==> config.mk <==
export PLATFORM = sky130hd
export DESIGN_NAME = l2_tlb_repl_ctrl_flat
export DESIGN_NICKNAME = d
export VERILOG_FILES = /design/src/rtl/l2_tlb_repl_ctrl_pkg.sv /design/src/rtl/l2_tlb_repl_ctrl_if.sv /design/src/rtl/l2_tlb_plru_tree.sv /design/src/rtl/l2_tlb_repl_ctrl.sv /design/src/flat_wrapper.sv
export SDC_FILE = /design/constraint.sdc
export NUM_CORES = 1
export LEC_CHECK = 0
export ABC_AREA = 1
export BUFFER_PORTS_ARGS = -buffer_cell sky130_fd_sc_hd__buf_4
export CAP_MARGIN = 20
export CORE_MARGIN = 2
export CORE_UTILIZATION = 50
export DETAILED_ROUTE_END_ITERATION = 12
export GPL_ROUTABILITY_DRIVEN = 0
export HOLD_SLACK_MARGIN = 0.08
export PLACE_DENSITY = 0.84
export REMOVE_ABC_BUFFERS = 1
export SLEW_MARGIN = 20
export SYNTH_ARGS = -nofsm -noshare
export SYNTH_HDL_FRONTEND = slang
export SYNTH_HIERARCHICAL = 1
export SYNTH_SLANG_ARGS = --single-unit
==> constraint.sdc <==
create_clock -name clk -period 5.75 [get_ports clk]
set_input_delay 0.575 -clock clk [delete_from_list [all_inputs] [get_ports clk]]
set_output_delay 0.575 -clock clk [all_outputs]
set_load 0.01 [all_outputs]
==> src/rtl/l2_tlb_repl_ctrl_pkg.sv <==
`default_nettype none
// ============================================================================
// Module   : l2_tlb_repl_ctrl_pkg
// Brief    : Shared types and constants for the L2 TLB replacement controller.
// Revision : 1.0 - initial release
// ============================================================================
package l2_tlb_repl_ctrl_pkg;

    localparam int WAYS = 4;

    // Bit positions inside the 4-bit pseudo-LRU tree vector.
    localparam int PLRU_ROOT  = 1;
    localparam int PLRU_LEFT  = 2;
    localparam int PLRU_RIGHT = 3;

    typedef enum logic [1:0] {
        ST_IDLE = 2'd0,
        ST_REQ  = 2'd1,
        ST_WAIT = 2'd2,
        ST_FILL = 2'd3
    } state_t;

    function automatic logic [1:0] way_idx(input logic [WAYS-1:0] oh);
        way_idx = 2'd0;
        for (int i = 0; i < WAYS; i++) begin
            if (oh[i]) way_idx = 2'(i);
        end
    endfunction

endpackage
`default_nettype wire

==> src/rtl/l2_tlb_repl_ctrl_if.sv <==
`default_nettype none
// ============================================================================
// Module   : l2_tlb_repl_ctrl_if
// Brief    : Lookup, miss, page-walk and fill signals of the replacement controller.
// Revision : 1.0 - initial release
// ============================================================================
interface l2_tlb_repl_ctrl_if #(
    parameter int VPN_W = 27
);
    logic             hit_valid;
    logic [3:0]       hit_way;
    logic             miss_valid;
    logic [VPN_W-1:0] miss_vpn;
    logic             miss_ready;
    logic             ptw_req_valid;
    logic             ptw_req_ready;
    logic [VPN_W-1:0] ptw_req_vpn;
    logic             ptw_resp_valid;
    logic             ptw_resp_err;
    logic             fill_valid;
    logic [1:0]       fill_way;
    logic             flush;
    logic             busy;
    logic [3:0]       plru_state;
    logic [3:0]       valid_vec;

    modport master (
        output hit_valid, hit_way, miss_valid, miss_vpn, ptw_req_ready,
               ptw_resp_valid, ptw_resp_err, flush,
        input  miss_ready, ptw_req_valid, ptw_req_vpn, fill_valid, fill_way,
               busy, plru_state, valid_vec
    );

    modport slave (
        input  hit_valid, hit_way, miss_valid, miss_vpn, ptw_req_ready,
               ptw_resp_valid, ptw_resp_err, flush,
        output miss_ready, ptw_req_valid, ptw_req_vpn, fill_valid, fill_way,
               busy, plru_state, valid_vec
    );
endinterface
`default_nettype wire

==> src/rtl/l2_tlb_plru_tree.sv <==
`default_nettype none
// ============================================================================
// Module   : l2_tlb_plru_tree
// Brief    : Combinational 4-way tree pseudo-LRU touch and victim selection.
// Revision : 1.0 - initial release
// ============================================================================
module l2_tlb_plru_tree
    import l2_tlb_repl_ctrl_pkg::*;
(
    input  wire logic [3:0] state,
    input  wire logic [1:0] way,
    input  wire logic       touch_en,
    input  wire logic [3:0] valid_vec,
    output logic      [3:0] next_state,
    output logic      [1:0] victim
);

    always_comb begin
        next_state    = state;
        next_state[0] = 1'b0;
        if (touch_en) begin
            // Point every node on the touched path away from the touched way.
            next_state[PLRU_ROOT] = ~way[1];
            if (way[1]) next_state[PLRU_RIGHT] = ~way[0];
            else        next_state[PLRU_LEFT]  = ~way[0];
        end
    end

    always_comb begin
        victim = {state[PLRU_ROOT],
                  state[PLRU_ROOT] ? state[PLRU_RIGHT] : state[PLRU_LEFT]};
        for (int i = WAYS - 1; i >= 0; i--) begin
            if (!valid_vec[i]) victim = 2'(i);
        end
    end

endmodule
`default_nettype wire

==> src/rtl/l2_tlb_repl_ctrl.sv <==
`default_nettype none
// ============================================================================
// Module   : l2_tlb_repl_ctrl
// Brief    : L2 TLB miss handler: page-walk FSM, pseudo-LRU victim and fill.
//            Optional hit/miss counters enabled by macro L2_TLB_REPL_PERF_EN.
// Revision : 1.0 - initial release
// ============================================================================
module l2_tlb_repl_ctrl
    import l2_tlb_repl_ctrl_pkg::*;
#(
    parameter int VPN_W  = 27,
    parameter int PERF_W = 32
) (
    input  wire logic           clk,
    input  wire logic           reset,
    l2_tlb_repl_ctrl_if.slave   bus
`ifdef L2_TLB_REPL_PERF_EN
    ,
    output logic [PERF_W-1:0]   hit_cnt,
    output logic [PERF_W-1:0]   miss_cnt
`endif
);

    state_t           r_state;
    state_t           w_next;
    logic [VPN_W-1:0] r_vpn;
    logic [1:0]       r_victim;
    logic [3:0]       r_plru;
    logic [3:0]       r_valid;

    logic             w_hit_touch;
    logic [1:0]       w_hit_way;
    logic             w_fill;
    logic             w_miss_acc;
    logic [3:0]       w_plru_hit;
    logic [3:0]       w_plru_next;
    logic [1:0]       w_victim_pre;
    logic [1:0]       w_victim_post;
    logic [1:0]       w_victim;

    assign w_hit_touch = bus.hit_valid && $onehot(bus.hit_way) && !bus.flush;
    assign w_hit_way   = way_idx(bus.hit_way);
    assign w_fill      = (r_state == ST_FILL) && !bus.flush;
    assign w_miss_acc  = (r_state == ST_IDLE) && bus.miss_valid && !bus.flush;

    // Hit touch first, fill touch on top of it, so a filled way ends up MRU.
    l2_tlb_plru_tree u_hit_touch (
        .state      (r_plru),
        .way        (w_hit_way),
        .touch_en   (w_hit_touch),
        .valid_vec  (r_valid),
        .next_state (w_plru_hit),
        .victim     (w_victim_pre)
    );

    l2_tlb_plru_tree u_fill_touch (
        .state      (w_plru_hit),
        .way        (r_victim),
        .touch_en   (w_fill),
        .valid_vec  (r_valid),
        .next_state (w_plru_next),
        .victim     (w_victim_post)
    );

    // Victim latched on FILL entry reflects a hit landing on that same edge.
    assign w_victim = w_hit_touch ? w_victim_post : w_victim_pre;

    always_comb begin
        w_next = r_state;
        unique case (r_state)
            ST_IDLE: if (bus.miss_valid)     w_next = ST_REQ;
            ST_REQ:  if (bus.ptw_req_ready)  w_next = ST_WAIT;
            ST_WAIT: if (bus.ptw_resp_valid) w_next = bus.ptw_resp_err ? ST_IDLE : ST_FILL;
            ST_FILL:                         w_next = ST_IDLE;
            default:                         w_next = ST_IDLE;
        endcase
        if (bus.flush) w_next = ST_IDLE;
    end

    always_ff @(posedge clk) begin
        if (reset) begin
            r_state  <= ST_IDLE;
            r_vpn    <= '0;
            r_victim <= 2'd0;
            r_plru   <= 4'h0;
            r_valid  <= 4'h0;
        end else begin
            r_state <= w_next;
            r_plru  <= w_plru_next;
            if (w_miss_acc) r_vpn <= bus.miss_vpn;
            if ((r_state == ST_WAIT) && (w_next == ST_FILL)) r_victim <= w_victim;
            if (bus.flush)   r_valid <= 4'h0;
            else if (w_fill) r_valid[r_victim] <= 1'b1;
        end
    end

    assign bus.miss_ready    = (r_state == ST_IDLE) && !bus.flush;
    assign bus.ptw_req_valid = (r_state == ST_REQ);
    assign bus.ptw_req_vpn   = r_vpn;
    assign bus.fill_valid    = w_fill;
    assign bus.fill_way      = r_victim;
    assign bus.busy          = (r_state != ST_IDLE);
    assign bus.plru_state    = r_plru;
    assign bus.valid_vec     = r_valid;

`ifdef L2_TLB_REPL_PERF_EN
    logic [PERF_W-1:0] r_hit_cnt;
    logic [PERF_W-1:0] r_miss_cnt;

    always_ff @(posedge clk) begin
        if (reset) begin
            r_hit_cnt  <= '0;
            r_miss_cnt <= '0;
        end else begin
            if (w_hit_touch && !(&r_hit_cnt))  r_hit_cnt  <= r_hit_cnt + PERF_W'(1);
            if (w_miss_acc  && !(&r_miss_cnt)) r_miss_cnt <= r_miss_cnt + PERF_W'(1);
        end
    end

    assign hit_cnt  = r_hit_cnt;
    assign miss_cnt = r_miss_cnt;
`endif

endmodule
`default_nettype wire
==> src/flat_wrapper.sv <==
// flat-port wrapper written by rule: the top's interface ports become plain ports
module l2_tlb_repl_ctrl_flat import l2_tlb_repl_ctrl_pkg::*;
#(
    parameter int VPN_W  = 27,
    parameter int PERF_W = 32
)
  (clk, reset, bus_hit_valid, bus_hit_way, bus_miss_valid, bus_miss_vpn, bus_ptw_req_ready, bus_ptw_resp_valid, bus_ptw_resp_err, bus_flush, bus_miss_ready, bus_ptw_req_valid, bus_ptw_req_vpn, bus_fill_valid, bus_fill_way, bus_busy, bus_plru_state, bus_valid_vec);
  l2_tlb_repl_ctrl_if #(.VPN_W(VPN_W)) bus_i ();
  input  wire logic clk;
  input  wire logic reset;
  input wire logic [$bits(bus_i.hit_valid)-1:0] bus_hit_valid;
  input wire logic [$bits(bus_i.hit_way)-1:0] bus_hit_way;
  input wire logic [$bits(bus_i.miss_valid)-1:0] bus_miss_valid;
  input wire logic [$bits(bus_i.miss_vpn)-1:0] bus_miss_vpn;
  input wire logic [$bits(bus_i.ptw_req_ready)-1:0] bus_ptw_req_ready;
  input wire logic [$bits(bus_i.ptw_resp_valid)-1:0] bus_ptw_resp_valid;
  input wire logic [$bits(bus_i.ptw_resp_err)-1:0] bus_ptw_resp_err;
  input wire logic [$bits(bus_i.flush)-1:0] bus_flush;
  output wire logic [$bits(bus_i.miss_ready)-1:0] bus_miss_ready;
  output wire logic [$bits(bus_i.ptw_req_valid)-1:0] bus_ptw_req_valid;
  output wire logic [$bits(bus_i.ptw_req_vpn)-1:0] bus_ptw_req_vpn;
  output wire logic [$bits(bus_i.fill_valid)-1:0] bus_fill_valid;
  output wire logic [$bits(bus_i.fill_way)-1:0] bus_fill_way;
  output wire logic [$bits(bus_i.busy)-1:0] bus_busy;
  output wire logic [$bits(bus_i.plru_state)-1:0] bus_plru_state;
  output wire logic [$bits(bus_i.valid_vec)-1:0] bus_valid_vec;
  assign bus_i.hit_valid = bus_hit_valid;
  assign bus_i.hit_way = bus_hit_way;
  assign bus_i.miss_valid = bus_miss_valid;
  assign bus_i.miss_vpn = bus_miss_vpn;
  assign bus_i.ptw_req_ready = bus_ptw_req_ready;
  assign bus_i.ptw_resp_valid = bus_ptw_resp_valid;
  assign bus_i.ptw_resp_err = bus_ptw_resp_err;
  assign bus_i.flush = bus_flush;
  assign bus_miss_ready = bus_i.miss_ready;
  assign bus_ptw_req_valid = bus_i.ptw_req_valid;
  assign bus_ptw_req_vpn = bus_i.ptw_req_vpn;
  assign bus_fill_valid = bus_i.fill_valid;
  assign bus_fill_way = bus_i.fill_way;
  assign bus_busy = bus_i.busy;
  assign bus_plru_state = bus_i.plru_state;
  assign bus_valid_vec = bus_i.valid_vec;
  l2_tlb_repl_ctrl #(.VPN_W(VPN_W), .PERF_W(PERF_W)) u_core (.clk(clk), .reset(reset), .bus(bus_i));
endmodule
==> results of run 1 <==
-- worst min-delay path, delay by kind of cell (launching register included) --
kind             cells  cell delay [ns]
AO/OA/AOI/OAI        1             0.05
flip-flops           1             0.32
AND/OR/NAND/NOR      1             0.06
-- per-stage QoR --
stage / area [um2] / worst slack (ns) / utilization [%]
after detailed placement: 2330 / 2.53 / 69.4
after floorplan: 1680 / 2.81 / -
after global routing: 2380 / 2.55 / 70.9
final: 2380 / 2.87 / 70.9
after CTS: 2380 / 2.88 / 70.9
after global placement: 2330 / 2.61 / 69.4
-- power by group --
| part | switching, uW | internal, uW | leakage (uW) | total, uW |
|---|---|---|---|---|
| sequential | 5.49 | 280 | 0.000318 | 286 |
| clock | 80.0 | 47.7 | 0.0000293 | 128 |
| combinational | 41.7 | 41.9 | 0.000776 | 83.6 |
| total | 127 | 370 | 0.00112 | 497 |
-- flip-flops by register name, summed over array words and instances (netlist names) --
signal / count
u_core/bus.ptw_req_vpn: 27
u_core/bus.plru_state: 4
u_core/bus.valid_vec: 4
u_core/bus.fill_way: 2
u_core/r_state: 2
-- worst paths after layout --
check	start	endpoint	cells past startpoint
worst max-delay path	bus_hit_way[0]	u_core/bus.fill_way[0]	21
worst max register to register	u_core/r_state[1]	u_core/bus.plru_state[3]	9
worst min register to register	u_core/bus.ptw_req_vpn[20]	u_core/bus.ptw_req_vpn[20]	2
worst min-delay path	u_core/bus.ptw_req_vpn[20]	u_core/bus.ptw_req_vpn[20]	2
-- metal layers --
layer / vias to the layer above / wire length (um)
li1: 916 / -
met1: 788 / 1650
met2: 60 / 1830
met3: 4 / 364
met4: 0 / 27
met5: - / 0
-- layout make-up --
cell class | count | area, um2
inverters | 34 | 129
well taps | 46 | 57.6
clock inverters | 1 | 5.00
flip-flops and latches | 39 | 781
fillers | 320 | 978
multi-input cells | 162 | 774
clock buffers | 7 | 45.0
repair buffers | 79 | 593
==> flow_metrics.env, run 1 <==
export IMPL_powerDensity_nw_per_um2=208
export IMPL_rows=21
export IMPL_cts_root_buf="sky130_fd_sc_hd__clkbuf_4"
export IMPL_relSlewSlack_pct=43.2
export IMPL_die_h_um=63.3
export IMPL_grt_met3_use_pct=8.39
export IMPL_via_count_of_the_first_global_routing_pass=1610
export IMPL_critPathMaxStageDelay_ns=0.52
export IMPL_hold_slack_ns=0.472
export IMPL_finish_cell_count_without_fillers=368
export IMPL_post_drt_via_cell_ratio=4.80
export IMPL_finalHoldViolCount=0
export IMPL_drtAntennaViolNets=0
export IMPL_skew_ns=0.00978
export IMPL_detailedRoute_firstIterationViolations=81
export IMPL_netlist_area_um2=1760
export IMPL_cts_post_setup_buffers_inserted=0
export IMPL_cp_cell_sequence="buf_4 > inv_1 > fa_1 > inv_1 > ha_1 > ha_1 > nor2_1 > nand3_1 > inv_1 > nand2_1 > o21ai_0 > nand2_1 > nand3_2 > nand2_2 > a21oi_2 > nand4_1 > nand2_1 > inv_1 > nand3_1 > nand2_1 > nor2_1"
export IMPL_initial_utilization_pct=52.2
export IMPL_ctsLongestPathBuffers=2
export IMPL_io_pin_count=80
export IMPL_postSynthAreaPerCell_um2=7.17
export IMPL_syn_instance_count=245
export IMPL_grt_util_all_layers_pct=20.6
export IMPL_cp_top_family="simple AND/OR/NAND/NOR gates"
export IMPL_worst_setup_path_end_kind="flip-flop"
export IMPL_slew_violations=0
export IMPL_numPlacedInstances=360
export IMPL_ctsHoldBuffers=0
export IMPL_hpwlAfterDp_um=2920
export IMPL_holdCritPathClass="reg -> reg"
export IMPL_ir_worst_vdd_v=0.000192
export IMPL_design_final_nets=363
export IMPL_worst_ep_arrival_time_ns=3.15
export IMPL_yosysWarnings=6
export IMPL_cts_resized=0
export IMPL_path_class="in -> reg"
export IMPL_routed_via_count=1768
export IMPL_crit_path_top_delay_cell="sky130_fd_sc_hd__fa_1"
export IMPL_grt_setup_unrepaired="no"
export IMPL_clkSinkCount=39
export IMPL_routedWlPerCell_um=10.5
export IMPL_cts_clk_slew_worst_paths_ns=0.11
export IMPL_synthToLayoutAreaGrowth_pct=35.8
export IMPL_drt_drc_violations_left=0
export IMPL_finalPower_uw=497
export IMPL_grt_start_max_net_pins=35
export IMPL_post_route_cells_drive_above_1_share_pct=31.7
export IMPL_highest_utilization_routing_layer_at_the_global_route_stage="met2"
export IMPL_bufs_and_invs_on_worst_path=5
export IMPL_final_period_minus_worst_setup_slack_ns=2.88
export IMPL_ff2ff_setup_slack_ns=4.04
export IMPL_design_core_area_um2=3360
export IMPL_worst_slew_pin_transition_ns=0.845
export IMPL_setup_viol=0
export IMPL_drv_cap=0
export IMPL_critical_path_max_fanout=3
export IMPL_timing_critical_path_required_ns=6.02
export IMPL_first_pass_grt_wire_length_um=6650
export IMPL_chipWidth_um=63.3
export IMPL_outcome="finished clean"
export IMPL_gr_layer_usage_met1_pct=23.0
export IMPL_grt_remaining_overflow=0
export IMPL_insertion_delay_ns=0.33
export IMPL_detailedRoute_firstPassIterationCount=4
export IMPL_kind_of_launch_point_of_the_worst_setup_path="primary input"
export IMPL_antenna_cells=0
export IMPL_layout_commonest_cell="sky130_fd_sc_hd__buf_4"
export IMPL_maxClockFrequency_mhz=347
export IMPL_layout_common_cells="79 x sky130_fd_sc_hd__buf_4, 77 x sky130_fd_sc_hd__nand2_1, 39 x sky130_fd_sc_hd__dfxtp_1"
export IMPL_aggregate_routed_wire_length_um=3880
export IMPL_place_port_buffers=79
export IMPL_final_setup_tns_ns=0
export IMPL_cts_htree_levels=2
export IMPL_design_die_area_um2=4000
export IMPL_number_of_clock_buffers_inserted_by_tritoncts=5
export IMPL_tritoncts="yes"
export IMPL_groute_layer_met2_usage_pct=36.0
export IMPL_p_leak_uw=0.00112
export IMPL_antenna_found_initial=0
export IMPL_timing_final_crit_share_pct=50.1
(Power assumes the default switching activity.)
==> run 2: changes to the inputs <==
--- a/config.mk
+++ b/config.mk
@@ -9,11 +9,11 @@
 export BUFFER_PORTS_ARGS = -buffer_cell sky130_fd_sc_hd__buf_4
 export CAP_MARGIN = 20
 export CORE_MARGIN = 2
-export CORE_UTILIZATION = 50
+export CORE_UTILIZATION = 46
 export DETAILED_ROUTE_END_ITERATION = 12
 export GPL_ROUTABILITY_DRIVEN = 0
 export HOLD_SLACK_MARGIN = 0.08
-export PLACE_DENSITY = 0.84
+export PLACE_DENSITY = 0.79
 export REMOVE_ABC_BUFFERS = 1
 export SLEW_MARGIN = 20
 export SYNTH_ARGS = -nofsm -noshare
==> constraint.sdc (replaced) <==
create_clock -name clk -period 2.7 [get_ports clk]
set_input_delay 0.27 -clock clk [delete_from_list [all_inputs] [get_ports clk]]
set_output_delay 0.27 -clock clk [all_outputs]
set_load 0.01 [all_outputs]
==> run 2 against run 1 <==
Critical endpoint unchanged. Power is 140% higher. Sequential power up 110%. Core utilization fell by 3.8 points.
==> flow_metrics.env, run 2 (same netlist as run 1, synthesis figures left out) <==
export IMPL_powerDensity_nw_per_um2=477
export IMPL_numPlacedInstances=365
export IMPL_antenna_found_initial=0
export IMPL_maxClockFrequency_mhz=404
export IMPL_cts_htree_levels=2
export IMPL_hpwlAfterDp_um=2940
export IMPL_io_pin_count=80
export IMPL_grt_util_all_layers_pct=20.4
export IMPL_slew_violations=0
export IMPL_rows=22
export IMPL_drt_drc_violations_left=0
export IMPL_cts_clk_slew_worst_paths_ns=0.07
export IMPL_post_drt_via_cell_ratio=4.72
export IMPL_largest_register_ffs=27
export IMPL_layout_commonest_cell="sky130_fd_sc_hd__buf_4"
export IMPL_post_route_cells_drive_above_1_share_pct=33.4
export IMPL_synthToLayoutAreaGrowth_pct=39.8
export IMPL_detailedRoute_firstPassIterationCount=4
export IMPL_initial_utilization_pct=48.0
export IMPL_tritoncts="yes"
export IMPL_timing_final_crit_share_pct=91.7
export IMPL_ir_worst_vdd_v=0.000431
export IMPL_timing_critical_path_required_ns=2.88
export IMPL_cts_root_buf="sky130_fd_sc_hd__clkbuf_8"
export IMPL_grt_remaining_overflow=0
export IMPL_via_count_of_the_first_global_routing_pass=1645
export IMPL_antenna_cells=0
export IMPL_worst_hold_path_depth=3
export IMPL_p_leak_uw=0.00116
export IMPL_ff2ff_setup_slack_ns=1.04
export IMPL_layout_common_cells="83 x sky130_fd_sc_hd__buf_4, 77 x sky130_fd_sc_hd__nand2_1, 39 x sky130_fd_sc_hd__dfxtp_1"
export IMPL_finalHoldViolCount=0
export IMPL_first_pass_grt_wire_length_um=6850
export IMPL_grt_start_max_net_pins=35
export IMPL_die_h_um=65.8
export IMPL_ctsLongestPathBuffers=2
export IMPL_routedWlPerCell_um=10.9
export IMPL_design_die_area_um2=4330
export IMPL_drtAntennaViolNets=0
export IMPL_chipWidth_um=65.8
export IMPL_insertion_delay_ns=0.29
export IMPL_routed_via_count=1765
export IMPL_holdCritPathClass="in -> reg"
export IMPL_skew_ns=0.00541
export IMPL_clkSinkCount=39
export IMPL_critical_path_max_fanout=3
export IMPL_drv_cap=0
export IMPL_place_port_buffers=79
export IMPL_worst_setup_path_end_kind="flip-flop"
export IMPL_finish_cell_count_without_fillers=374
export IMPL_ctsHoldBuffers=0
export IMPL_design_core_area_um2=3660
export IMPL_outcome="finished clean"
export IMPL_final_util_pct=67.1
export IMPL_number_of_clock_buffers_inserted_by_tritoncts=5
export IMPL_detailedRoute_firstIterationViolations=55
export IMPL_kind_of_launch_point_of_the_worst_setup_path="primary input"
export IMPL_reg2regPathDepth=7
export IMPL_design_final_nets=367
export IMPL_setup_viol=0
export IMPL_final_period_minus_worst_setup_slack_ns=2.48
export IMPL_aggregate_routed_wire_length_um=4080
export IMPL_worst_ep_arrival_time_ns=2.65
export IMPL_path_class="in -> reg"
[run 2: critical path: stages]
cell and delay (ns):
sky130_fd_sc_hd__buf_4 0.07, sky130_fd_sc_hd__inv_1 0.05, sky130_fd_sc_hd__fa_1 0.54, sky130_fd_sc_hd__inv_1 0.05
sky130_fd_sc_hd__ha_1 0.17, sky130_fd_sc_hd__ha_1 0.28, sky130_fd_sc_hd__nor2_2 0.12, sky130_fd_sc_hd__nand3_2 0.11
sky130_fd_sc_hd__inv_2 0.07, sky130_fd_sc_hd__nand2_1 0.05, sky130_fd_sc_hd__inv_1 0.06, sky130_fd_sc_hd__nand2_1 0.05
sky130_fd_sc_hd__o21ai_0 0.08, sky130_fd_sc_hd__inv_1 0.07, sky130_fd_sc_hd__nand2_1 0.07, sky130_fd_sc_hd__nand3_2 0.08
sky130_fd_sc_hd__nand2_2 0.07, sky130_fd_sc_hd__a21oi_2 0.04, sky130_fd_sc_hd__nand4_1 0.08, sky130_fd_sc_hd__nand2_1 0.05
sky130_fd_sc_hd__inv_1 0.05, sky130_fd_sc_hd__nand3_1 0.07, sky130_fd_sc_hd__nand2_1 0.07, sky130_fd_sc_hd__nor2_1 0.03
[run 2: per-layer routing]
metal | vias up | global-route usage (%) | share of wire (%)
met5 | - | 0 | 0
met4 | 0 | 7.03 | 0.42
met3 | 2 | 9.88 | 12
met2 | 62 | 33.7 | 46
met1 | 783 | 22.7 | 43
li1 | 918 | - | -
[run 2: path summary, 6_finish.rpt]
check	from	endpoint
setup reg to reg	u_core/r_state[1]	u_core/bus.ptw_req_vpn[3]
hold reg to reg	u_core/bus.ptw_req_vpn[4]	u_core/bus.ptw_req_vpn[4]
setup / recovery	bus_hit_way[0]	u_core/bus.fill_way[0]
hold / removal	bus_miss_vpn[16]	u_core/bus.ptw_req_vpn[16]
[run 2: layout make-up]
cell class / count / area (um2)
multi-input cells: 162 / 782
clock buffers: 7 / 76.3
well taps: 48 / 60.1
clock inverters: 1 / 5.00
fillers: 344 / 1200
repair buffers: 83 / 623
flip-flops and latches: 39 / 781
inverters: 34 / 129
[run 2: where the power goes]
group / internal, uW / switching [uW] / total, uW
Combinational: 99.3 / 94.0 / 193
Clock: 181 / 188 / 369
Sequential: 597 / 11.8 / 609
Total: 877 / 293 / 1170
[run 2: per-stage QoR]
stage | TNS [ns] | setup slack [ns] | hold WS, ns | power, uW | area [um2]
final | 0 | 0.225 | 0.235 | 1170 | 2460
after global placement | -0.0776 | -0.0776 | 0.452 | 805 | 2360
after floorplan | 0 | 0.0665 | 0.339 | 698 | 1680
after CTS | 0 | 0.118 | 0.226 | 1180 | 2440
after detailed placement | -0.175 | -0.167 | 0.457 | 809 | 2360
after global routing | -0.0302 | -0.0302 | 0.233 | 1230 | 2460
[run 2: what timing repair did]
| action | in CTS | in global routing |
|---|---|---|
| resized for setup | 0 | 4 |
| setup buffers | 0 | 1 |
| hold endpoints to repair | 0 | 0 |
| endpoints found under the setup margin | 0 | 2 |
